[config.mk]
export PLATFORM = sky130hd
export DESIGN_NAME = strobed_wait_memory
export DESIGN_NICKNAME = d
export VERILOG_FILES = /design/src/rtl/strobed_wait_memory.sv
export SDC_FILE = /design/constraint.sdc
export NUM_CORES = 1
export LEC_CHECK = 0
export CAP_MARGIN = 0
export CORE_MARGIN = 3
export CORE_UTILIZATION = 54
export DETAILED_ROUTE_END_ITERATION = 7
export PLACE_DENSITY = 0.81
export SETUP_SLACK_MARGIN = 0.1
export SYNTH_ARGS = -nofsm -noshare
export SYNTH_HDL_FRONTEND = slang
export SYNTH_SLANG_ARGS = --single-unit
[constraint.sdc]
create_clock -name clock -period 2.4 [get_ports clock]
set_clock_uncertainty 0.15 [all_clocks]
set_input_delay 0.72 -clock clock [delete_from_list [all_inputs] [get_ports clock]]
set_output_delay 0.72 -clock clock [all_outputs]
set_load 0.005 [all_outputs]
[src/rtl/strobed_wait_memory.sv]
// Strobed wait-state memory: independent read/write channels, self-clearing init after reset.
// Optional write-first forwarding on same-address collisions: STROBED_WAIT_MEMORY_BYPASS_EN.
module strobed_wait_memory #(
  parameter int WORD_SIZE = 16,
  parameter int LANE_SIZE = 8,
  parameter logic [WORD_SIZE-1:0] WORD_INIT = {WORD_SIZE{1'b0}},
  parameter int ADDRESS_SIZE = 4,
  parameter int MEMORY_QTY = 16,
  parameter int WAIT_SIZE = 4,
  parameter int READ_WAIT = 0,
  parameter int WRITE_WAIT = 0,
  localparam int LANES = WORD_SIZE / LANE_SIZE
) (
  input  logic                    clock,
  input  logic                    reset,
  input  logic                    r_req_valid,
  output logic                    r_req_ready,
  input  logic [ADDRESS_SIZE-1:0] r_addr,
  output logic [WORD_SIZE-1:0]    r_data,
  output logic                    r_resp_valid,
  output logic                    r_resp_err,
  input  logic                    w_req_valid,
  output logic                    w_req_ready,
  input  logic [ADDRESS_SIZE-1:0] w_addr,
  input  logic [WORD_SIZE-1:0]    w_data,
  input  logic [LANES-1:0]        w_strb,
  output logic                    w_resp_valid,
  output logic                    w_resp_err,
  output logic                    init_done
);

  typedef enum logic [1:0] {
    ST_INIT = 2'd0,
    ST_IDLE = 2'd1,
    ST_BUSY = 2'd2
  } state_t;

  localparam int LAST_I = MEMORY_QTY - 1;
  localparam logic [ADDRESS_SIZE:0]   QTY_L     = MEMORY_QTY[ADDRESS_SIZE:0];
  localparam logic [ADDRESS_SIZE-1:0] LAST_L    = LAST_I[ADDRESS_SIZE-1:0];
  localparam logic [ADDRESS_SIZE-1:0] ADDR_ZERO = {ADDRESS_SIZE{1'b0}};
  localparam logic [ADDRESS_SIZE-1:0] ADDR_ONE  = {{(ADDRESS_SIZE-1){1'b0}}, 1'b1};
  localparam logic [WAIT_SIZE-1:0]    R_WAIT_L  = READ_WAIT[WAIT_SIZE-1:0];
  localparam logic [WAIT_SIZE-1:0]    W_WAIT_L  = WRITE_WAIT[WAIT_SIZE-1:0];
  localparam logic [WAIT_SIZE-1:0]    WAIT_ZERO = {WAIT_SIZE{1'b0}};
  localparam logic [WAIT_SIZE-1:0]    WAIT_ONE  = {{(WAIT_SIZE-1){1'b0}}, 1'b1};

  logic [WORD_SIZE-1:0]    mem [MEMORY_QTY];
  logic [ADDRESS_SIZE-1:0] init_cnt_r;
  state_t                  r_state_r, w_state_r;
  logic [WAIT_SIZE-1:0]    r_cnt_r, w_cnt_r;
  logic [WORD_SIZE-1:0]    r_buf_r;
  logic                    r_err_r, w_err_r;
  logic [WORD_SIZE-1:0]    rd_word_s;

  wire r_acc_s     = r_req_valid & r_req_ready;
  wire w_acc_s     = w_req_valid & w_req_ready;
  wire r_inr_s     = ({1'b0, r_addr} < QTY_L);
  wire w_inr_s     = ({1'b0, w_addr} < QTY_L);
  wire init_last_s = ~init_done & (init_cnt_r == LAST_L);

  // Word captured by a read accept; out-of-range reads return WORD_INIT.
  always_comb begin
    rd_word_s = WORD_INIT;
    if (r_inr_s) begin
      rd_word_s = mem[r_addr];
`ifdef STROBED_WAIT_MEMORY_BYPASS_EN
      if (w_acc_s && (w_addr == r_addr)) begin
        for (int i = 0; i < LANES; i++) begin
          if (w_strb[i]) begin
            rd_word_s[i*LANE_SIZE +: LANE_SIZE] = w_data[i*LANE_SIZE +: LANE_SIZE];
          end else begin
            rd_word_s[i*LANE_SIZE +: LANE_SIZE] = mem[r_addr][i*LANE_SIZE +: LANE_SIZE];
          end
        end
      end else begin
        rd_word_s = mem[r_addr];
      end
`endif
    end else begin
      rd_word_s = WORD_INIT;
    end
  end

  // Init sequencer: one word cleared per edge, init_done on the last one.
  always_ff @(posedge clock) begin
    if (reset) begin
      init_cnt_r <= ADDR_ZERO;
      init_done  <= 1'b0;
    end else if (!init_done) begin
      init_cnt_r <= init_cnt_r + ADDR_ONE;
      if (init_last_s) begin
        init_done <= 1'b1;
      end
    end
  end

  // Storage: init clearing, then strobed in-range writes on the accept edge.
  always_ff @(posedge clock) begin
    if (!reset) begin
      if (!init_done) begin
        mem[init_cnt_r] <= WORD_INIT;
      end else if (w_acc_s && w_inr_s) begin
        for (int i = 0; i < LANES; i++) begin
          if (w_strb[i]) begin
            mem[w_addr][i*LANE_SIZE +: LANE_SIZE] <= w_data[i*LANE_SIZE +: LANE_SIZE];
          end
        end
      end
    end
  end

  // Read channel FSM with registered handshake and response outputs.
  always_ff @(posedge clock) begin
    if (reset) begin
      r_state_r    <= ST_INIT;
      r_req_ready  <= 1'b0;
      r_resp_valid <= 1'b0;
      r_resp_err   <= 1'b0;
      r_data       <= {WORD_SIZE{1'b0}};
      r_buf_r      <= {WORD_SIZE{1'b0}};
      r_err_r      <= 1'b0;
      r_cnt_r      <= WAIT_ZERO;
    end else begin
      r_resp_valid <= 1'b0;
      r_resp_err   <= 1'b0;
      case (r_state_r)
        ST_INIT: begin
          if (init_last_s) begin
            r_req_ready <= 1'b1;
            r_state_r   <= ST_IDLE;
          end
        end
        ST_IDLE: begin
          if (r_acc_s) begin
            r_buf_r     <= rd_word_s;
            r_err_r     <= ~r_inr_s;
            r_req_ready <= 1'b0;
            r_cnt_r     <= R_WAIT_L;
            r_state_r   <= ST_BUSY;
          end
        end
        ST_BUSY: begin
          if (r_cnt_r != WAIT_ZERO) begin
            r_cnt_r <= r_cnt_r - WAIT_ONE;
          end else begin
            r_data       <= r_buf_r;
            r_resp_valid <= 1'b1;
            r_resp_err   <= r_err_r;
            r_req_ready  <= 1'b1;
            r_state_r    <= ST_IDLE;
          end
        end
        default: begin
          r_req_ready <= 1'b0;
          r_state_r   <= ST_INIT;
        end
      endcase
    end
  end

  // Write channel FSM; the memory itself is updated by the storage block.
  always_ff @(posedge clock) begin
    if (reset) begin
      w_state_r    <= ST_INIT;
      w_req_ready  <= 1'b0;
      w_resp_valid <= 1'b0;
      w_resp_err   <= 1'b0;
      w_err_r      <= 1'b0;
      w_cnt_r      <= WAIT_ZERO;
    end else begin
      w_resp_valid <= 1'b0;
      w_resp_err   <= 1'b0;
      case (w_state_r)
        ST_INIT: begin
          if (init_last_s) begin
            w_req_ready <= 1'b1;
            w_state_r   <= ST_IDLE;
          end
        end
        ST_IDLE: begin
          if (w_acc_s) begin
            w_err_r     <= ~w_inr_s;
            w_req_ready <= 1'b0;
            w_cnt_r     <= W_WAIT_L;
            w_state_r   <= ST_BUSY;
          end
        end
        ST_BUSY: begin
          if (w_cnt_r != WAIT_ZERO) begin
            w_cnt_r <= w_cnt_r - WAIT_ONE;
          end else begin
            w_resp_valid <= 1'b1;
            w_resp_err   <= w_err_r;
            w_req_ready  <= 1'b1;
            w_state_r    <= ST_IDLE;
          end
        end
        default: begin
          w_req_ready <= 1'b0;
          w_state_r   <= ST_INIT;
        end
      endcase
    end
  end

endmodule

==> summary.md, run 1 <==
| Metric | Value |
|---|---|
| Status | `finished, final reports clean` |
| Pre-antenna DRT Iters | `7` |
| Rel. slew slack | `56.2%` |
| Vias in the first global route | `7525` |
| CP Capture Type | `flip-flop` |
| Clk sinks | `309` |
| Sequential area share after synthesis | `70.5%` |
| Total power | `0.0110 W` |
| Initial antenna violation count | `0` |
| Die H | `158 um` |
| Fin util | `68.0%` |
| Pin count of the biggest net entering global routing | `49` |
| Core Region | `22200 um2` |
| Reg2Reg Capture Point | `mem[10][9]` |
| CP startpoint | `w_strb[0]` |
| Final hold viol count | `0` |
| Drt wl/cell | `25.9 um` |
| Worst setup SP type | `primary input` |
| Synthesized area | `12400 um2` |
| Commonest non-fill, non-tap cell in the layout | `edfxtp_1` |
| DRC Markers | `0` |
| Fmax | `0.424 GHz` |
| Post-CTS Hold Buffers | `0` |
| Iteration-0 DRC Markers | `955` |
| DRT Wirelength | `29800 um` |
| Worst r2r src | `w_req_ready` |
| Num CTS Buffers | `30` |
| Clock transition at path regs | `0.06 ns` |
| Clk_lat worst skew | `0.55 ns` |
| Number of I/O port buffers | `50` |
| Most frequent cells in the layout | `edfxtp_1, buf_4, dfxtp_1` |
| Async SR Flop Fraction | `0%` |
| Layout area overhead | `21.9%` |
| Initial Util | `55.8%` |
| First-pass GRT wire length | `44500 um` |
| LEAKAGE | `5.71 nW` |
| Crit path kind | `in -> reg` |
| Final antenna-violating net count | `0` |
| DIE AREA | `24800 um2` |
| Synth Flop Type | `edfxtp_1` |
| Synth cell types | `49` |
| Fin crit period | `2.36 ns` |
| Post-DP HPWL | `18100 um` |
| Final setup fails | `0` |
| Max Root-Sink Buffers | `3` |
| Synth area leader | `edfxtp_1` |
| Synth area leaders | `edfxtp_1, dfxtp_1, mux4_1, mux4_2, mux2i_1` |
| Congestion Overflow GR | `0` |
| Req. time, crit path | `2.50 ns` |
| CTS H-tree depth | `1` |
| Root Driver | `clkbuf_16` |
| WP data arrival | `2.46 ns` |
| Synth Instances | `703` |
| Ratio of cells with drive above 1 in the final layout | `24.3%` |
| RSZ-0062 raised after global routing | `true` |
| TritonCTS clock tree | `built` |
| Worst Setup EP | `mem[5][8]` |
| Peak supply drop | `0.583 mV` |
| Count of warnings emitted by yosys | `0` |
| Max-cap violation count | `0` |
| R2r setup slk | `0.15 ns` |
| Via/cell ratio | `6.42` |
| Final #Nets | `879` |
| GP Congestion | `0.912` |
| I/O pins | `53` |
| Post-synthesis register bit count | `309` |
| Max Transition Viols Final | `0` |
| All-layer global routing usage | `23.8%` |
| Final worst-path cycle share | `98.3%` |
| Std cell rows | `54` |
| Worst-path maximum fanout | `22` |
| Post-synth top area share | `62.0%` |
| Number of enable flip-flop cells after synthesis | `256` |
| Die X | `158 um` |
| Cell Pwr Density | `730 nW/um2` |
| Antenna cells | `0` |
| Average size of a mapped cell | `17.6 um2` |
| Fin Setup TNS | `0 ns` |
| Hold Path Class | `reg -> reg` |
| Worst-margin pin slew | `0.656 ns` |
| DR vias | `7380` |
| Worst r2r path cells | `8` |
## cell families (layout without fill, tap and decap cells)
| family | Yosys count | in the layout | share of synthesized area [%] |
|---|---|---|---|
| DFF | 309 | 309 | 70.5 |
| and+or+nand+nor | 165 | 165 | 7.01 |
| muxes | 101 | 101 | 15.8 |
| AOI/OAI and AO/OA | 70 | 70 | 3.61 |
| buffers and inverters | 48 | 214 | 2.31 |
| xor gates and xnor gates | 6 | 6 | 0.424 |
| adders and majority gates | 3 | 3 | 0.303 |
| other | 1 | 2 | 0.0302 |
## cells in the mapped netlist, drive strengths merged (13+ instances only)
library cell / n
mux4: 64
mux2i: 36
nor2: 49
and3: 17
nand2: 40
dfxtp: 53
clkbuf: 13
nand3b: 19
edfxtp: 256
buf: 27
o221ai: 16
a21oi: 33
## how the worst min path moves through the flow
stage	start	endpoint	slack, ns	depth (start not counted)
after floorplan	r_buf_r[0]	r_data[0]	0.28	2
after global placement	r_buf_r[7]	r_data[7]	0.30	2
after detailed placement	r_data[15]	r_data[15]	0.30	2
after global routing	r_buf_r[4]	r_data[4]	0.32	2
after CTS	r_data[15]	r_data[15]	0.31	2
final	r_data[15]	r_data[15]	0.31	2
## per-stage QoR
stage / hold WS (ns) / instance area, um2 / worst slack [ns] / std cells
2_1_floorplan: 0.282 / 12400 / -0.0989 / 704
3_3_place_gp: 0.296 / 14000 / -0.639 / 1093
3_5_place_dp: 0.303 / 14000 / -0.865 / 1093
4_1_cts: 0.312 / 15100 / 0.114 / 1150
5_1_grt: 0.319 / 15100 / 0.0528 / 1150
6_report: 0.309 / 15100 / 0.0412 / 1150
## area by class of cell
type	instances	area, um2
inverters	8	30.0
multi-input cells	347	3490
fillers	1285	7110
well taps	280	350
flip-flops and latches	309	8760
clock inverters	12	101
repair buffers	150	1500
clock buffers	44	891
## worst max-delay path: stages
cell	delay [ns]
dlygate4sd2_1	0.32
or2_2	0.37
buf_6	0.20
a21oi_4	0.24
o21ai_2	0.11
buf_4	0.18
nor2_1	0.11
buf_4	0.20
## metal layers
metal / vias to the layer above / global-route usage [%] / share of wire [%]
met5: - / 0 / 0
met4: 0 / 6.82 / 3.4
met3: 101 / 4.13 / 9.2
met2: 504 / 40.5 / 49
met1: 3659 / 32.2 / 38
li1: 3116 / - / -
## registers in the layout, summed over array words and instances, names as in the netlist
name,cells
r_resp_valid,1
r_cnt_r,4
w_req_ready,1
mem,256
r_data,16
w_cnt_r,4
init_cnt_r,4
r_state_r,2
w_state_r,2
r_req_ready,1
w_resp_valid,1
r_buf_r,16
init_done,1
## where the power goes
| group | internal, W | total [W] | switching (W) | leakage [nW] |
|---|---|---|---|---|
| combinational | 0.000282 | 0.000578 | 0.000296 | 2.32 |
| sequential | 0.00579 | 0.00582 | 0.0000299 | 2.91 |
| clock | 0.00269 | 0.00464 | 0.00195 | 0.487 |
## timing repair
action                                  CTS  global route
pin swaps                                 3             5
buffers inserted                          1             0
gates resized for setup                  33            29
endpoints found under the setup margin  371           240
Power figures use the tool's default switching activity.
==> run 2: changes to the inputs <==
--- a/config.mk
+++ b/config.mk
@@ -7,9 +7,9 @@
 export LEC_CHECK = 0
 export CAP_MARGIN = 0
 export CORE_MARGIN = 3
-export CORE_UTILIZATION = 54
+export CORE_UTILIZATION = 60
 export DETAILED_ROUTE_END_ITERATION = 7
-export PLACE_DENSITY = 0.81
+export PLACE_DENSITY = 0.85
 export SETUP_SLACK_MARGIN = 0.1
 export SYNTH_ARGS = -nofsm -noshare
 export SYNTH_HDL_FRONTEND = slang
==> constraint.sdc (replaced) <==
create_clock -name clock -period 2.7 [get_ports clock]
set_clock_uncertainty 0.15 [all_clocks]
set_input_delay 0.27 -clock clock [delete_from_list [all_inputs] [get_ports clock]]
set_output_delay 0.27 -clock clock [all_outputs]
set_load 0.005 [all_outputs]
==> run 2 against run 1 <==
Net effect:
- hold slack got worse by 0.022 ns
- non-clock buffer count is 44 lower
- global-route usage is 0.91 points higher
- sequential power fell by 11%
- utilization rose by 4.4 points
- worst setup slack gained 0.12 ns
==> summary.md, run 2 (same netlist as run 1, synthesis figures left out) <==
| Metric | Value |
|---|---|
| CTS H-tree depth | `1` |
| Internal power | `0.00770 W` |
| DR vias | `7055` |
| Max Root-Sink Buffers | `3` |
| Top sig layer | `met5` |
| Regs by FF count | `mem x256, r_buf_r x16, r_data x16` |
| Final #Nets | `834` |
| Rel. slew slack | `41.6%` |
| CP Capture Type | `flip-flop` |
| Max reg flops | `256` |
| Clk_lat worst skew | `0.55 ns` |
| Antenna cells | `0` |
| Part of the power in combinational logic | `4.6%` |
| Layout area overhead | `16.3%` |
| Via/cell ratio | `6.48` |
| Crit path kind | `reg -> reg` |
| Drt wl/cell | `24.9 um` |
| Worst path cell trace | `nand4b_4 -> buf_4 -> nor4b_1 -> o21ai_0 -> nor2_1 -> buf_4` |
| Dpl cells | `1035` |
| Initial antenna violation count | `1` |
| DRT met1 WL | `10500 um` |
| DRT Wirelength | `27200 um` |
| Largest reg by FF count | `mem` |
| Die X | `150 um` |
| Post-route cell area | `14400 um2` |
| Crit path top cell by count | `buf_4` |
| Core Region | `19900 um2` |
| Worst Setup EP | `mem[5][4]` |
| Pin count of the biggest net entering global routing | `52` |
| Iteration-0 DRC Markers | `809` |
| Std cell rows | `51` |
| Initial Util | `62.3%` |
| Final setup fails | `0` |
| Worst r2r src | `init_done` |
| Switching Share | `20.2%` |
| LEAKAGE | `5.21 nW` |
| Post-CTS Hold Buffers | `0` |
| Final hold viol count | `0` |
| Fin Setup TNS | `0 ns` |
| Clock transition at path regs | `0.06 ns` |
| Peak supply drop | `0.473 mV` |
| Placed Area | `13400 um2` |
| CP startpoint | `init_done` |
| Total power | `0.00965 W` |
| Vias in the first global route | `7174` |
| Max-cap violation count | `0` |
| Critical-path top delay cell | `dfxtp_1` |
| DIE AREA | `22400 um2` |
| DRC Markers | `0` |
| Worst setup SP type | `flip-flop` |
| All-layer global routing usage | `24.7%` |
| Fmax | `0.393 GHz` |
| Fillers | `1093` |
| Worst-path maximum fanout | `8` |
| Clk sinks | `309` |
| Clock power frac | `41.8%` |
| Die H | `150 um` |
| GP Congestion | `0.849` |
| Final worst-path cycle share | `94.2%` |
| Reg2Reg Capture Point | `mem[5][4]` |
| Root Driver | `clkbuf_16` |
| Delay of the slowest cell on the worst path | `0.50 ns` |
| Ratio of cells with drive above 1 in the final layout | `17.5%` |
| Switch Pwr | `0.00195 W` |
| Req. time, crit path | `2.80 ns` |
| Met2 wire len | `13200 um` |
| Commonest non-fill, non-tap cell in the layout | `edfxtp_1` |
| R2r setup slk | `0.16 ns` |
| Max Transition Viols Final | `0` |
| TritonCTS clock tree | `built` |
| First-pass GRT wire length | `41600 um` |
| Status | `finished, final reports clean` |
| WP data arrival | `2.64 ns` |
| Wire length on met3 | `2440 um` |
| Worst r2r path cells | `6` |
| Cell Pwr Density | `669 nW/um2` |
| Worst-margin pin slew | `0.876 ns` |
| Reg power frac | `53.6%` |
| Final Non-Filler Cells | `1089` |
| Fin crit period | `2.54 ns` |
| Num CTS Buffers | `29` |
| Pre-antenna DRT Iters | `7` |
| I/O pins | `53` |
| Most frequent cells in the layout | `edfxtp_1, buf_4, dfxtp_1` |
| Hold Path Class | `in -> reg` |
| RSZ-0062 raised after global routing | `false` |
| Final antenna-violating net count | `0` |
| Post-DP HPWL | `16600 um` |
| Congestion Overflow GR | `0` |
| Number of I/O port buffers | `50` |
-- run 2: cell types whose count changed in the layout (fill, tap and decap cells not counted), moves of 5 or more --
cell,delta
buf_4,-24
clkdlybuf4s50_1,+17
buf_12,-14
dlymetal6s2s_1,-11
nor2_1,+10
nor2_2,-10
buf_6,-6
o21ai_2,-6
clkinv_2,+5
-- run 2: layout make-up --
class	count	area (um2)	area share [%]
Sequential cell	309	8750	60.7
Multi-Input combinational cell	347	3370	23.4
Timing Repair Buffer	106	958	6.64
Clock buffer	42	910	6.31
Tap cell	265	332	2.30
Clock inverter	12	70.1	0.486
Inverter	8	30.0	0.208
-- run 2: worst min-delay path by stage --
stage	start	endpoint	slack [ns]	depth (start not counted)
after CTS	r_addr[1]	r_buf_r[14]	0.28	4
after global routing	r_buf_r[11]	r_data[11]	0.32	2
after floorplan	r_buf_r[0]	r_data[0]	0.28	2
final	r_addr[1]	r_buf_r[14]	0.29	4
after detailed placement	r_data[14]	r_data[14]	0.30	2
after global placement	r_buf_r[15]	r_data[15]	0.29	2
-- run 2: repair_timing --
action,in CTS,in global routing
endpoints found under the setup margin,0,101
buffers inserted,0,0
resized for setup,0,1
-- run 2: layer usage --
| metal | global-route usage (%) | vias to the layer above |
|---|---|---|
| met2 | 40.8 | 425 |
| met4 | 7.91 | 2 |
| met1 | 34.0 | 3506 |
| li1 | - | 3016 |
| met5 | 0 | - |
| met3 | 4.69 | 106 |
-- run 2: critical path: cells and delay by family, from the launching register on --
kind | cells | cell delay (ns)
flip-flops | 1 | 0.50
buffers and inverters | 2 | 0.38
AND/OR/NAND/NOR | 3 | 0.83
AO/OA/AOI/OAI | 1 | 0.38
-- run 2: metrics by stage --
step           utilization (%)  setup slack (ns)  hold slack (ns)
3_5_place_dp              67.5            -0.173            0.300
2_1_floorplan                -             0.587            0.282
5_1_grt                   72.4             0.132            0.325
6_report                  72.4             0.158            0.288
3_3_place_gp              67.5           -0.0364            0.295
4_1_cts                   72.4             0.181            0.280
-- run 2: power by group through the flow --
stage,logic (W),registers [W],clock network [W]
global route,0.000460,0.00517,0.00428
finish,0.000441,0.00517,0.00404
global placement,0.000413,0.00526,0
CTS,0.000435,0.00517,0.00408
floorplan,0.000264,0.00526,0
detailed placement,0.000424,0.00527,0
